===== src/rtl/assoc_cache_control_pkg.sv =====
// lc3b_types: shared way encodings for the cache controller and its datapath.
package lc3b_types;
    typedef logic [1:0] lc3b_way;
    typedef logic [3:0] lc3b_way_mask;
endpackage


===== src/rtl/assoc_cache_control_if.sv =====
// assoc_cache_control_if: CPU, datapath, LRU-stack and pmem signals of the cache controller.
interface assoc_cache_control_if;
    import lc3b_types::*;
    logic mem_read, mem_write, mem_resp;
    lc3b_way_mask way_hit, way_valid, way_dirty;
    lc3b_way lru, lru_index, way_sel;
    logic lru_write, load_word, load_line;
    logic pmem_addr_sel, pmem_read, pmem_write, pmem_resp;
    modport master (
        input  mem_read, mem_write, way_hit, way_valid, way_dirty, lru, pmem_resp,
        output mem_resp, lru_write, lru_index, way_sel, load_word, load_line,
               pmem_addr_sel, pmem_read, pmem_write
    );
    modport slave (
        output mem_read, mem_write, way_hit, way_valid, way_dirty, lru, pmem_resp,
        input  mem_resp, lru_write, lru_index, way_sel, load_word, load_line,
               pmem_addr_sel, pmem_read, pmem_write
    );
endinterface


===== src/rtl/assoc_cache_control_way_select.sv =====
// way_select: lowest-index hit encoder and victim choice (first invalid way, else LRU).
module way_select
    import lc3b_types::*;
(
    input  lc3b_way_mask hit_mask,
    input  lc3b_way_mask valid_mask,
    input  lc3b_way      lru,
    output logic         hit,
    output lc3b_way      hit_way,
    output lc3b_way      victim
);
    always_comb begin
        hit     = |hit_mask;
        hit_way = hit_mask[0] ? 2'd0 : hit_mask[1] ? 2'd1 : hit_mask[2] ? 2'd2 : 2'd3;
        victim  = !valid_mask[0] ? 2'd0 : !valid_mask[1] ? 2'd1 :
                  !valid_mask[2] ? 2'd2 : !valid_mask[3] ? 2'd3 : lru;
    end
endmodule


===== src/rtl/assoc_cache_control.sv =====
// assoc_cache_control: hit service, dirty writeback and line fill sequencing for the 4-way cache.
module assoc_cache_control
    import lc3b_types::*;
(
    input logic                   clk,
    input logic                   rst_n,
    assoc_cache_control_if.master bus
);
    typedef enum logic [1:0] {IDLE, WRITEBACK, FETCH} state_t;
    state_t  state_q, state_d;
    lc3b_way victim_q, victim_d, hit_way, victim;
    logic    hit, req;
    way_select u_sel (
        .hit_mask(bus.way_hit),
        .valid_mask(bus.way_valid),
        .lru(bus.lru),
        .hit(hit),
        .hit_way(hit_way),
        .victim(victim)
    );
    assign req = bus.mem_read | bus.mem_write;
    always_ff @(posedge clk or negedge rst_n) begin
        if (!rst_n) begin
            state_q  <= IDLE;
            victim_q <= 2'd0;
        end else begin
            state_q  <= state_d;
            victim_q <= victim_d;
        end
    end
    // IDLE is Mealy on request/hit; the miss states are Moore apart from load_line.
    always_comb begin
        state_d           = state_q;
        victim_d          = victim_q;
        bus.mem_resp      = 1'b0;
        bus.lru_write     = 1'b0;
        bus.lru_index     = 2'd0;
        bus.way_sel       = 2'd0;
        bus.load_word     = 1'b0;
        bus.load_line     = 1'b0;
        bus.pmem_addr_sel = 1'b0;
        bus.pmem_read     = 1'b0;
        bus.pmem_write    = 1'b0;
        case (state_q)
            IDLE: begin
                if (req && hit) begin
                    bus.mem_resp  = 1'b1;
                    bus.lru_write = 1'b1;
                    bus.lru_index = hit_way;
                    bus.way_sel   = hit_way;
                    bus.load_word = bus.mem_write;
                end else if (req) begin
                    victim_d = victim;
                    state_d  = (bus.way_valid[victim] && bus.way_dirty[victim]) ? WRITEBACK : FETCH;
                end
            end
            WRITEBACK: begin
                bus.pmem_write    = 1'b1;
                bus.pmem_addr_sel = 1'b1;
                bus.way_sel       = victim_q;
                state_d           = bus.pmem_resp ? FETCH : WRITEBACK;
            end
            FETCH: begin
                bus.pmem_read = 1'b1;
                bus.way_sel   = victim_q;
                bus.load_line = bus.pmem_resp;
                state_d       = bus.pmem_resp ? IDLE : FETCH;
            end
            default: state_d = IDLE;
        endcase
    end
endmodule


===== src/flat_wrapper.sv =====
// flat-port wrapper written by rule: the top's interface ports become plain ports
module assoc_cache_control_flat import lc3b_types::*;
  (clk, rst_n, bus_mem_read, bus_mem_write, bus_way_hit, bus_way_valid, bus_way_dirty, bus_lru, bus_pmem_resp, bus_mem_resp, bus_lru_write, bus_lru_index, bus_way_sel, bus_load_word, bus_load_line, bus_pmem_addr_sel, bus_pmem_read, bus_pmem_write);
  assoc_cache_control_if bus_i ();
  input logic clk;
  input logic rst_n;
  input wire logic [$bits(bus_i.mem_read)-1:0] bus_mem_read;
  input wire logic [$bits(bus_i.mem_write)-1:0] bus_mem_write;
  input wire logic [$bits(bus_i.way_hit)-1:0] bus_way_hit;
  input wire logic [$bits(bus_i.way_valid)-1:0] bus_way_valid;
  input wire logic [$bits(bus_i.way_dirty)-1:0] bus_way_dirty;
  input wire logic [$bits(bus_i.lru)-1:0] bus_lru;
  input wire logic [$bits(bus_i.pmem_resp)-1:0] bus_pmem_resp;
  output wire logic [$bits(bus_i.mem_resp)-1:0] bus_mem_resp;
  output wire logic [$bits(bus_i.lru_write)-1:0] bus_lru_write;
  output wire logic [$bits(bus_i.lru_index)-1:0] bus_lru_index;
  output wire logic [$bits(bus_i.way_sel)-1:0] bus_way_sel;
  output wire logic [$bits(bus_i.load_word)-1:0] bus_load_word;
  output wire logic [$bits(bus_i.load_line)-1:0] bus_load_line;
  output wire logic [$bits(bus_i.pmem_addr_sel)-1:0] bus_pmem_addr_sel;
  output wire logic [$bits(bus_i.pmem_read)-1:0] bus_pmem_read;
  output wire logic [$bits(bus_i.pmem_write)-1:0] bus_pmem_write;
  assign bus_i.mem_read = bus_mem_read;
  assign bus_i.mem_write = bus_mem_write;
  assign bus_i.way_hit = bus_way_hit;
  assign bus_i.way_valid = bus_way_valid;
  assign bus_i.way_dirty = bus_way_dirty;
  assign bus_i.lru = bus_lru;
  assign bus_i.pmem_resp = bus_pmem_resp;
  assign bus_mem_resp = bus_i.mem_resp;
  assign bus_lru_write = bus_i.lru_write;
  assign bus_lru_index = bus_i.lru_index;
  assign bus_way_sel = bus_i.way_sel;
  assign bus_load_word = bus_i.load_word;
  assign bus_load_line = bus_i.load_line;
  assign bus_pmem_addr_sel = bus_i.pmem_addr_sel;
  assign bus_pmem_read = bus_i.pmem_read;
  assign bus_pmem_write = bus_i.pmem_write;
  assoc_cache_control u_core (.clk(clk), .rst_n(rst_n), .bus(bus_i));
endmodule

===== config.mk =====
export PLATFORM = sky130hd
export DESIGN_NAME = assoc_cache_control_flat
export DESIGN_NICKNAME = d
export VERILOG_FILES = /design/src/rtl/assoc_cache_control_pkg.sv /design/src/rtl/assoc_cache_control_if.sv /design/src/rtl/assoc_cache_control_way_select.sv /design/src/rtl/assoc_cache_control.sv /design/src/flat_wrapper.sv
export SDC_FILE = /design/constraint.sdc
export NUM_CORES = 1
export LEC_CHECK = 0
export ABC_AREA = 0
export CAP_MARGIN = 20
export CORE_AREA = 2 2 39 41
export CTS_CLUSTER_DIAMETER = 120
export DETAILED_ROUTE_END_ITERATION = 7
export DIE_AREA = 0 0 41 43
export PLACE_DENSITY = 0.76
export SYNTH_ARGS = -nofsm -noshare
export SYNTH_HDL_FRONTEND = slang
export SYNTH_SLANG_ARGS = --single-unit

===== constraint.sdc =====
create_clock -name clk -period 3.7 [get_ports clk]
set_input_delay 0.37 -clock clk [delete_from_list [all_inputs] [get_ports clk]]
set_output_delay 0.37 -clock clk [all_outputs]
set_load 0.05 [all_outputs]

* Word level (Yosys, flattened, before mapping)
Index checks and enable logic that the tools add are counted.
** Cells by class
- Multiplexer cells :: 27
- Reduce and logical (&&, ||, !) cells :: 7
- $lt $le $gt $ge :: 1
- Bitwise operators :: 2
- Equality and inequality tests :: 4
** Operators by type and width (count)
- two-way mux 2 bit :: 13
- two-way mux 1 bit :: 10
- one-hot mux 2 bit (3 select lines) :: 1
- binary-select mux 1 bit (select 2 bit) :: 2
- one-hot mux 2 bit (2 select lines) :: 1
- OR reduction 4 bit :: 1
- less-than comparator 2 x 3 -> 1 bit (second input constant) :: 1
- AND reduction 3 bit :: 1
- equality test 2 x 1 -> 1 bit (second input constant) :: 1
- equality test 2 bit (second input constant) :: 1
- logical AND 1 bit :: 2
- zero test 2 bit :: 1
- != test 2 x 1 -> 1 bit (second input constant) :: 1
- != test 2 bit (second input constant) :: 1
- AND reduction 2 bit :: 1
- OR reduction 2 bit :: 1
- NOT 1 bit :: 1
- OR 1 bit :: 1
** Storage, ports and cells
- Bits in registers :: 4
- Output and inout port bits :: 11
- Logic and storage cells :: 43

* Logic depth before layout (Yosys ltp)
- Depth after elaboration :: 11
- Mapped depth :: 6

* Cells and area by module
A second synthesis with hierarchy kept.
** Unflattened totals
- Cells, all modules :: 51
- Area total of the unflattened synthesis :: 436.7 µm²
** Modules (own cells, without submodules)
- assoc_cache_control :: seq. area each 100.1 µm², instances 1, cells each 40, area an instance 382.9 µm²
- way_select :: seq. area each 0.0 µm², instances 1, cells each 11, area an instance 53.8 µm²

* Worst setup path before layout
No wires, ideal clock.
- Kind :: register -> output
- Start :: register u_core.state_q[0]
- End :: output bus_way_sel[1]
- Slack :: 181 ps
- Cell stages (with the launch flop) :: 7
- Path buffers :: 0
- Data arrival time :: 3149 ps
- Cells stage by stage :: dfrtp_1 inv_1 ha_1 o21ai_1 nor4_1 a21oi_1 nor2_1
** Between the ends
- Cells in the longest elaborated chain, start to end :: 3
- Elaborated cells on any way between the ends :: 5
- Those cells by class :: eq/ne (2); mux (1); reduce/logical (2)
** RTL lines
- from (decl) :: RTL line assoc_cache_control.sv:10 : state_t state_q, state_d;
- from (signal assigned) :: RTL line assoc_cache_control.sv:27 : state_q <= state_d;
- equality test 2 x 1 -> 1 bit or equality test 2 bit (tied branches) :: RTL line assoc_cache_control.sv:44 : case (state_q)
- OR reduction 2 bit (no line)
- one-hot mux 2 bit (2 select lines) * :: RTL line assoc_cache_control.sv:44
- to (decl) :: RTL line flat_wrapper.sv:17 : output wire logic [$bits(bus_i.way_sel)-1:0] bus_way_sel;
Every way passes the cells marked *; elsewhere a longest branch is shown, timed or not.

* Worst setup path in the final report
- Start :: register u_core.state_q[0]
- End :: output bus_way_sel[0]
Same word-level chain as after synthesis.

==> qor.yml <==
grt:
  grt_pass1_wl_mm: 1.75
  antenna_found_initial: 0
  grt_max_degree: 8
  grt_pass1_vias: 491
  gr-total-overflow: 0
  grt.total_usage_pct: 14.7
timing:
  slew_violations: 0
  finalWorstSetupSlack_ps: 790
  finalSetupTns_ps: 0
  timing.final.hold_violations: 0
  skew_ps: 5.06
  rsz0062_at_grt: "false"
  fmax_mhz: 344
  worstMarginPinSlew_ps: 518
  whs_ps: 332
  fin_crit_ps: 2910
  period_share_pct: 78.7
  setup_viol: 0
  max_slew_margin_pct: 65.4
route:
  wirelength_met1_um: 412
  wl_per_cell_um: 11.5
  vias: 489
  wl_met3_um: 75
  drt_iter0_markers: 2
  highest-signal-layer: "met3"
  viasPerCell: 5.09
  drtAntennaViolNets: 0
  wirelength_mm: 1.11
  first_pass_iters: 2
  drc: 0
  wl_met2_um: 618
setup_path:
  startpoint: "u_core.state_q[0]$_DFFE_PN0P_"
  r2r_start: "u_core.state_q[0]$_DFFE_PN0P_"
  path_max_fanout: 7
  cp-start-kind: "flop"
  criticalPathCategory: "flop to output pin"
  crit_path_end: "bus_way_sel[0]"
  worstPathRequired_ps: 3330
  slowest_stage: "clkdlybuf4s50_1"
  endpoint_kind: "output pin"
  reg2reg_depth: 5
  r2r_slack_ps: 2120
  critPathMaxStageDelay_ps: 820
  cp_data_arrival_time_ps: 2540
  path_cells: "inv_1 -> ha_1 -> o21ai_1 -> or3_1 -> a21oi_1 -> clkdlybuf4s50_1"
  r2r_end: "u_core.victim_q[0]$_DFFE_PN0P_"
synth:
  ys_warn_count: 0
  postSynthAreaPerCell_um2: 8.91
  synth_cell_types: 29
  synth_flop_cell: "dfrtp_1"
  synthesis.area_um2: 445
  synth_nets: 73
  synthCells: 50
  synth_edf_count: 0
  seq_area_frac_synth_pct: 22.5
  async_flop_share_pct: 100
  ys_seq_elements: 4
clock_tree:
  cts_hold_buf: 0
  clockBufferDepth: 2
  cts_root_buffer: "clkbuf_4"
  htreeDepth: 1
  clkLatencyLatePin_ps: 230
  cts_resized: 0
  cts_tree: "built"
  cts_buffers: 3
  cts.reportedPaths.clkPinSlew_ps: 40
  clock-sinks: 4
  post_cts_buffers: 0
pwr:
  ir_drop_uv: 239
  p_leak_nw: 0.320
  share_comb_of_total_power_pct: 65.8
  p_sw_share_pct: 47.7
  p_per_area_mw_per_mm2: 445
  pwr-share-seq_pct: 18.6
  p_clk_share_pct: 15.6
  p_int_uw: 178
  design_power_total_uw: 340
  power_switching_uw: 162
status:
  status: "completed"
hold_path:
  hold_path_class: "input port to asynchronous set/reset pin"
floorplanning:
  dieArea_mm2: 0.00176
  start_util_pct: 32.2
  dieWidth_um: 41
  core_area_mm2: 0.00138
  rows: 14
  die_y_um: 43
  ioPinCount: 30
layout:
  layout_common_cells: "clkdlybuf4s50_1 (29), inv_1 (6)"
  diodes: 0
  layout_commonest_cell: "clkdlybuf4s50_1"
  multi_input_area_um2: 308
  area_growth_pct: 71.3
  fin_util_pct: 55.2
  seqCellArea_um2: 100
  nets: 105
  nFillCells: 133
  drive_gt1_share_pct: 12.5
job:
  cap_violations: 0
placed_design:
  hpwl_um: 973
  preCtsSetupSlack_ps: 927
  numPortBuffers: 29
  finalWeightedCongestion: 0.741
## flip-flops by register name, indices dropped and copies added, names as in the netlist
register         cells
u_core.victim_q      2
u_core.state_q       2
## worst min path at each step
| stage | start | endpoint | slack (ps) | cells past startpoint |
|---|---|---|---|---|
| 5_1_grt | rst_n | u_core.state_q[1]$_DFFE_PN0P_ | 340 | 1 |
| 3_3_place_gp | u_core.victim_q[0]$_DFFE_PN0P_ | u_core.victim_q[0]$_DFFE_PN0P_ | 490 | 1 |
| 2_1_floorplan | rst_n | u_core.state_q[0]$_DFFE_PN0P_ | 70 | 0 |
| 4_1_cts | rst_n | u_core.victim_q[1]$_DFFE_PN0P_ | 330 | 1 |
| 6_report | rst_n | u_core.state_q[1]$_DFFE_PN0P_ | 330 | 1 |
| 3_5_place_dp | u_core.victim_q[0]$_DFFE_PN0P_ | u_core.victim_q[0]$_DFFE_PN0P_ | 500 | 1 |
## power by group through the flow
stage               combinational [mW]  sequential [mW]  clock [mW]
finish                           0.224           0.0631      0.0529
global route                     0.236           0.0643      0.0587
CTS                              0.225           0.0633      0.0545
detailed placement               0.224           0.0638           0
global placement                 0.223           0.0632           0
floorplan                        0.151           0.0615           0
## synth_stat cells (2+ instances only)
cell,n,area share (%)
ha_1,4,11
buf_4,2,3.4
nor2_1,4,3.4
nand2_1,3,2.5
a21oi_1,4,4.5
o21ai_0,2,2.2
inv_1,6,5.1
dfrtp_1,4,22
## cells by family (layout without fill, tap and decap cells)
kind of cell	Yosys count	in the layout	share of synthesized area (%)
and+or+nand+nor	17	17	26.4
AOI/OAI and AO/OA	14	14	21.6
buffers and inverters	8	38	8.43
adders and majority gates	4	4	11.2
DFF	4	4	22.5
muxes	3	3	9.83
## cell type report
type	instances	area share [%]
multi-input cells	38	40.3
repair buffers	29	38.0
flip-flops and latches	4	13.1
clock buffers	3	2.95
inverters	6	2.95
well taps	16	2.62
## through the flow
| stage | instances | cell area [µm²] |
|---|---|---|
| 4_1_cts | 96 | 763 |
| 6_report | 96 | 763 |
| 3_5_place_dp | 93 | 741 |
| 3_3_place_gp | 93 | 741 |
| 5_1_grt | 96 | 763 |
| 2_1_floorplan | 50 | 445 |
## per-layer routing
| layer | vias to the layer above | GRT usage, % |
|---|---|---|
| met5 | - | 0 |
| met4 | 0 | 8.00 |
| met3 | 0 | 2.09 |
| met2 | 18 | 26.3 |
| met1 | 227 | 14.9 |
| li1 | 244 | - |
## worst max-delay path, delay by kind of cell (launching register included)
kind / cells / cell delay (ps)
buffers and inverters: 2 / 920
AOI/OAI and AO/OA: 2 / 320
DFF: 1 / 410
adders and majority gates: 1 / 260
and+or+nand+nor: 1 / 400
No activity file was read; power rests on OpenSTA's default activity.
